===== config.mk =====
export PLATFORM = sky130hd
export DESIGN_NAME = risc16_mem_loader
export DESIGN_NICKNAME = d
export VERILOG_FILES = /design/src/rtl/risc16_mem_loader.sv
export SDC_FILE = /design/constraint.sdc
export NUM_CORES = 1
export LEC_CHECK = 0
export CAP_MARGIN = 5
export CORE_ASPECT_RATIO = 0.6
export CORE_MARGIN = 10
export CORE_UTILIZATION = 43
export DETAILED_ROUTE_END_ITERATION = 6
export PLACE_DENSITY_LB_ADDON = 0.08
export REMOVE_ABC_BUFFERS = 1
export SYNTH_ARGS = -nofsm -noshare
export SYNTH_HDL_FRONTEND = slang
export SYNTH_SLANG_ARGS = --single-unit

===== constraint.sdc =====
create_clock -name clk -period 2.32 [get_ports clk]
set_input_delay 0.232 -clock clk [delete_from_list [all_inputs] [get_ports clk]]
set_output_delay 0.232 -clock clk [all_outputs]
set_load 0.02 [all_outputs]

===== src/rtl/risc16_mem_loader.sv =====
// Boot-time program loader for the RiSC16 word memory.
// Takes a byte stream (length word, data words, checksum word, all high byte
// first), writes the data words sequentially from BASE_ADDR and checks a
// trailing additive checksum. busy stays high for the whole load so the core
// can be held in reset until done.
module risc16_mem_loader #(
    parameter int WORD_LENGTH = 16,
    parameter int MEM_SIZE    = 65536,
    parameter int BASE_ADDR   = 0
) (
    input  logic                   clk,
    input  logic                   rst,
    input  logic                   start,
    input  logic [7:0]             in_byte,
    input  logic                   in_valid,
    output logic                   in_ready,
    output logic [WORD_LENGTH-1:0] mem_address,
    output logic [WORD_LENGTH-1:0] mem_data_out,
    output logic                   mem_write_en,
    output logic                   busy,
    output logic                   done,
    output logic                   error,
    output logic [WORD_LENGTH-1:0] words_written
);

    typedef enum logic [3:0] {
        S_IDLE, S_LEN_HI, S_LEN_LO, S_DATA_HI, S_DATA_LO,
        S_WRITE, S_CHK_HI, S_CHK_LO, S_DONE
    } state_t;

    // Largest length that still fits between BASE_ADDR and the top of memory.
    localparam logic [31:0]            LEN_LIMIT = 32'(MEM_SIZE - BASE_ADDR);
    localparam logic [WORD_LENGTH-1:0] BASE      = WORD_LENGTH'(BASE_ADDR);

    state_t                 state, state_nxt;
    logic [WORD_LENGTH-1:0] len;
    logic [WORD_LENGTH-1:0] checksum;
    logic [7:0]             hi_byte;
    logic                   accept;
    logic [31:0]            len_in;
    logic                   last_word;

    assign accept    = in_valid && in_ready;
    // Full length as it completes in LEN_LO, widened so the bound check
    // cannot wrap.
    assign len_in    = {16'd0, len[15:8], in_byte};
    assign last_word = (words_written + 16'd1) == len;

    // State register.
    always_ff @(posedge clk) begin
        if (rst) state <= S_IDLE;
        else     state <= state_nxt;
    end

    // Next-state decode plus the state-derived handshake/status outputs.
    always_comb begin
        state_nxt = state;
        in_ready  = 1'b0;
        busy      = 1'b1;
        done      = 1'b0;
        case (state)
            S_IDLE: begin
                busy = 1'b0;
                if (start) state_nxt = S_LEN_HI;
            end
            S_LEN_HI: begin
                in_ready = 1'b1;
                if (in_valid) state_nxt = S_LEN_LO;
            end
            S_LEN_LO: begin
                in_ready = 1'b1;
                if (in_valid) begin
                    if (len_in > LEN_LIMIT)  state_nxt = S_DONE;
                    else if (len_in == 32'd0) state_nxt = S_CHK_HI;
                    else                      state_nxt = S_DATA_HI;
                end
            end
            S_DATA_HI: begin
                in_ready = 1'b1;
                if (in_valid) state_nxt = S_DATA_LO;
            end
            S_DATA_LO: begin
                in_ready = 1'b1;
                if (in_valid) state_nxt = S_WRITE;
            end
            S_WRITE: state_nxt = last_word ? S_CHK_HI : S_DATA_HI;
            S_CHK_HI: begin
                in_ready = 1'b1;
                if (in_valid) state_nxt = S_CHK_LO;
            end
            S_CHK_LO: begin
                in_ready = 1'b1;
                if (in_valid) state_nxt = S_DONE;
            end
            S_DONE: begin
                busy = 1'b0;
                done = 1'b1;
                if (start) state_nxt = S_LEN_HI;
            end
            default: state_nxt = S_IDLE;
        endcase
    end

    // Datapath: length capture, word assembly, registered memory port,
    // word counter and checksum accumulation.
    always_ff @(posedge clk) begin
        if (rst) begin
            len           <= '0;
            hi_byte       <= '0;
            checksum      <= '0;
            words_written <= '0;
            mem_address   <= '0;
            mem_data_out  <= '0;
            mem_write_en  <= 1'b0;
            error         <= 1'b0;
        end else begin
            mem_write_en <= 1'b0;
            case (state)
                S_IDLE, S_DONE: begin
                    if (start) begin
                        words_written <= '0;
                        checksum      <= '0;
                        error         <= 1'b0;
                    end
                end
                S_LEN_HI: if (accept) len[15:8] <= in_byte;
                S_LEN_LO: begin
                    if (accept) begin
                        len[7:0] <= in_byte;
                        if (len_in > LEN_LIMIT) error <= 1'b1;
                    end
                end
                S_DATA_HI, S_CHK_HI: if (accept) hi_byte <= in_byte;
                // Present the write one cycle ahead so the memory sees stable
                // address/data for the whole WRITE cycle.
                S_DATA_LO: begin
                    if (accept) begin
                        mem_write_en <= 1'b1;
                        mem_address  <= BASE + words_written;
                        mem_data_out <= {hi_byte, in_byte};
                    end
                end
                S_WRITE: begin
                    words_written <= words_written + 16'd1;
                    checksum      <= checksum + mem_data_out;
                end
                S_CHK_LO: if (accept) error <= ({hi_byte, in_byte} != checksum);
                default: ;
            endcase
        end
    end

endmodule


==> results of run 1 <==
layout by cell type (no fill, tap or decap), types with 3 or more instances in the layout:
| cell type | synthesis | final |
|---|---|---|
| nand2_1 | 85 | 85 |
| clkbuf_16 | 0 | 9 |
| o21ai_0 | 28 | 23 |
| dfxtp_1 | 94 | 92 |
| xnor2_1 | 34 | 34 |
| or3_1 | 3 | 3 |
| xor2_1 | 12 | 12 |
| nor2b_1 | 4 | 4 |
| nor3b_1 | 4 | 4 |
| a31oi_1 | 5 | 5 |
| nor2_1 | 73 | 72 |
| nand3b_1 | 3 | 3 |
| o21ai_2 | 0 | 3 |
| inv_1 | 6 | 6 |
| a21o_1 | 5 | 5 |
| nand3_1 | 6 | 6 |
| and3_1 | 6 | 6 |
| nand2b_1 | 9 | 9 |
| mux2i_1 | 29 | 29 |
| nand4_1 | 9 | 9 |
| buf_4 | 2 | 75 |
| a22oi_1 | 8 | 8 |
| nor3_1 | 12 | 10 |
| a21oi_1 | 70 | 66 |
| a211oi_1 | 4 | 3 |
| a21oi_2 | 0 | 3 |
| ha_1 | 16 | 13 |
| nor4_1 | 11 | 11 |
| o21ai_1 | 1 | 3 |
| clkinvlp_4 | 0 | 3 |
| clkdlybuf4s50_1 | 0 | 62 |
| o21a_1 | 3 | 3 |
report_power, final:
| part | switching, mW | internal, mW | total (mW) |
|---|---|---|---|
| clock | 0.641 | 0.788 | 1.43 |
| combinational | 0.488 | 0.362 | 0.850 |
| sequential | 0.0569 | 1.67 | 1.72 |
| total | 1.19 | 2.82 | 4.00 |
worst max-delay path: stages, from the launching register on:
cell and delay [ps]:
dfxtp_1 330, ha_2 210, fa_2 360, a21o_1 200, a21oi_4 170, nor2_1 60
o21a_1 180, o41a_1 320, xnor2_1 150, o21ai_0 100
Yosys cell counts (4+ instances only):
cell type,n
a22oi_1,8
inv_1,6
clkbuf_1,26
nor3_1,12
a21oi_1,70
mux2i_1,29
nand4_1,9
nand2b_1,9
nor2_1,73
nand2_1,85
nor4_1,11
xnor2_1,34
ha_1,16
nor2b_1,4
nand3_1,6
dfxtp_1,94
and3_1,6
o21ai_0,28
a21o_1,5
nor3b_1,4
a211oi_1,4
a31oi_1,5
xor2_1,12
timing repair:
item,CTS,global route
pin swaps,3,3
setup buffers,3,0
setup endpoints to repair,6,15
gates resized for setup,5,24
logic make-up (layout without fill, tap and decap cells):
group	count (synthesis)	in the layout	share of synthesized area (%)
flops	94	94	37.5
simple gates	244	244	23.3
mux	29	29	5.79
compound gates	141	141	16.4
fa+ha+maj	17	17	4.39
buf+inv	44	162	4.51
xor+xnor	46	46	8.03
worst max path at each step:
stage / to / slack (ps) / cells past startpoint / startpoint
floorplan: state[0] / -150 / 8 / words_written[0]
global placement: checksum[15] / -190 / 9 / mem_data_out[1]
detailed placement: checksum[15] / -120 / 9 / mem_data_out[1]
CTS: checksum[15] / -3 / 9 / checksum[4]
global route: checksum[15] / 5 / 9 / checksum[1]
finish: checksum[8] / 130 / 9 / mem_data_out[0]
final cells by class:
type                       instances  area (um2)
sequential                        94        1880
tap                              160         200
fill                            1049        4720
clock buffer                      12         256
inverter                           6        22.5
multi-input combinational        477        3000
clock inverter                     4        31.3
timing repair buffer             140        1220
routing by layer:
layer | track usage, % | routed length, um | up-vias
li1 | - | - | 2386
met1 | 27.8 | 8100 | 2235
met2 | 24.7 | 6180 | 177
met3 | 4.94 | 1150 | 13
met4 | 3.56 | 113 | 0
met5 | 0 | 0 | -
registers in the layout (all words and copies together) (netlist names):
name           count
hi_byte            8
words_written     16
error              1
mem_write_en       1
mem_data_out      16
state              4
len               16
checksum          16
mem_address       16
==> flow_metrics.py, run 1 <==
metrics = {
    "layout": {
        "area_growth_pct": 32.0,
        "num_antenna_cells": 0,
        "fin_area_um2": 6620,
        "nNetsFinal": 757,
        "final_core_util_pct": 58.4,
        "layout-drive-gt1-share_pct": 16.8,
        "instances_no_fill": 893,
    },
    "placed_design": {
        "post_dp_cell_area_um2": 6210,
        "pre_cts_ws_ps": -118,
        "hpwl_um": 11600,
        "gp_congestion": 0.922,
        "placed_cells": 874,
        "io_buffers": 64,
    },
    "clock_tree": {
        "cts_root_buf": "clkbuf_16",
        "hold_buffers": 0,
        "cts_buffer_depth": 2,
        "h-tree-depth": 3,
        "clkLatencyLatePin_ps": 340,
        "numCtsBuffers": 9,
        "cts_tree": "done",
        "clkTransAtPathRegs_ps": 70,
        "cts.sinks": 94,
    },
    "timing": {
        "slew_headroom_pct": 53.0,
        "slew_viol_final": 0,
        "fin_crit_sh_pct": 94.6,
        "timing.fmax_ghz": 0.456,
        "fin_setup_tns_ps": 0,
        "setup_violations": 0,
        "hold_ws_ps": 237,
        "post-route-min-period_ps": 2190,
        "rsz0062_at_grt": "true",
        "tightest_slew_ps": 705,
        "finClkSkew_ps": 6.18,
        "hold_viol_final": 0,
        "setup_ws_ps": 126,
    },
    "yosys": {
        "async_flop_share_pct": 0,
        "synthesis.area_um2": 5020,
        "yosysSeqAreaShare_pct": 37.5,
        "synth-edff-count": 0,
        "synth_ff_type": "dfxtp_1",
        "yosysWarnings": 0,
        "syn_area_per_cell_um2": 8.16,
        "synth_top_area_share_pct": 37.5,
        "ys_ff_latch": 94,
        "synth_cell_types": 59,
        "synth_top_area_cell": "dfxtp_1",
        "synth_area_leaders": "dfxtp_1 (38%), a21oi_1 (7.0%), nand2_1 (6.4%)",
        "synthesis.instances": 615,
    },
    "floorplanning": {
        "dieWidth_um": 159,
        "die_h_um": 104,
        "core_area_um2": 11300,
        "die-area_um2": 16500,
        "start_util_pct": 44.2,
        "std_cell_rows": 30,
        "ioPinCount": 65,
    },
    "critical_path": {
        "worstPathRequired_ps": 2550,
        "r2r_setup_slack_ps": 130,
        "crit_type": "reg2reg",
        "reg2reg_to": "checksum[8]",
        "endpoint_kind": "register",
        "r2r_start": "mem_data_out[0]",
        "setup.worst_path.start_class": "register",
        "worstPathArrival_ps": 2420,
        "critPathMaxFanout": 3,
        "reg2regPathDepth": 9,
    },
    "min_path": {
        "hp-start": "rst",
        "hold-path-endpoint": "checksum[5]",
        "hold_path.class": "in2reg",
        "min_path_cells": 2,
    },
    "global_routing": {
        "gr-total-overflow": 0,
        "grt_max_degree": 56,
        "antenna_found_initial": 0,
        "grt_pass1_wl_um": 24700,
        "grt_pass1_vias": 4439,
        "track_usage_pct": 18.3,
    },
    "flow_run": {
        "maxCapViolations": 0,
    },
    "power": {
        "p_leak_nw": 2.50,
        "power_density_nw_per_um2": 605,
        "ir_worst_vdd_mv": 0.452,
        "total_power_mw": 4.00,
    },
    "routing": {
        "wirelength_um": 15500,
        "first_pass_iters": 5,
        "drtIter0Drc": 263,
        "ant_nets": 0,
        "drc": 0,
        "vias": 4811,
        "via_per_inst": 5.39,
        "drt-wirelength-per-cell_um": 17.4,
    },
    "status": {
        "status": "completed",
    },
}
No activity file was read; power rests on OpenSTA's default activity.
==> run 2: changes to the inputs <==
--- a/config.mk
+++ b/config.mk
@@ -5,11 +5,12 @@
 export SDC_FILE = /design/constraint.sdc
 export NUM_CORES = 1
 export LEC_CHECK = 0
-export CAP_MARGIN = 5
+export CAP_MARGIN = 10
 export CORE_ASPECT_RATIO = 0.6
 export CORE_MARGIN = 10
 export CORE_UTILIZATION = 43
 export DETAILED_ROUTE_END_ITERATION = 6
+export HOLD_SLACK_MARGIN = 0.08
 export PLACE_DENSITY_LB_ADDON = 0.08
 export REMOVE_ABC_BUFFERS = 1
 export SYNTH_ARGS = -nofsm -noshare
==> results of run 2 <==
No change in the layout: final DEF, timing and power equal those of run 1.
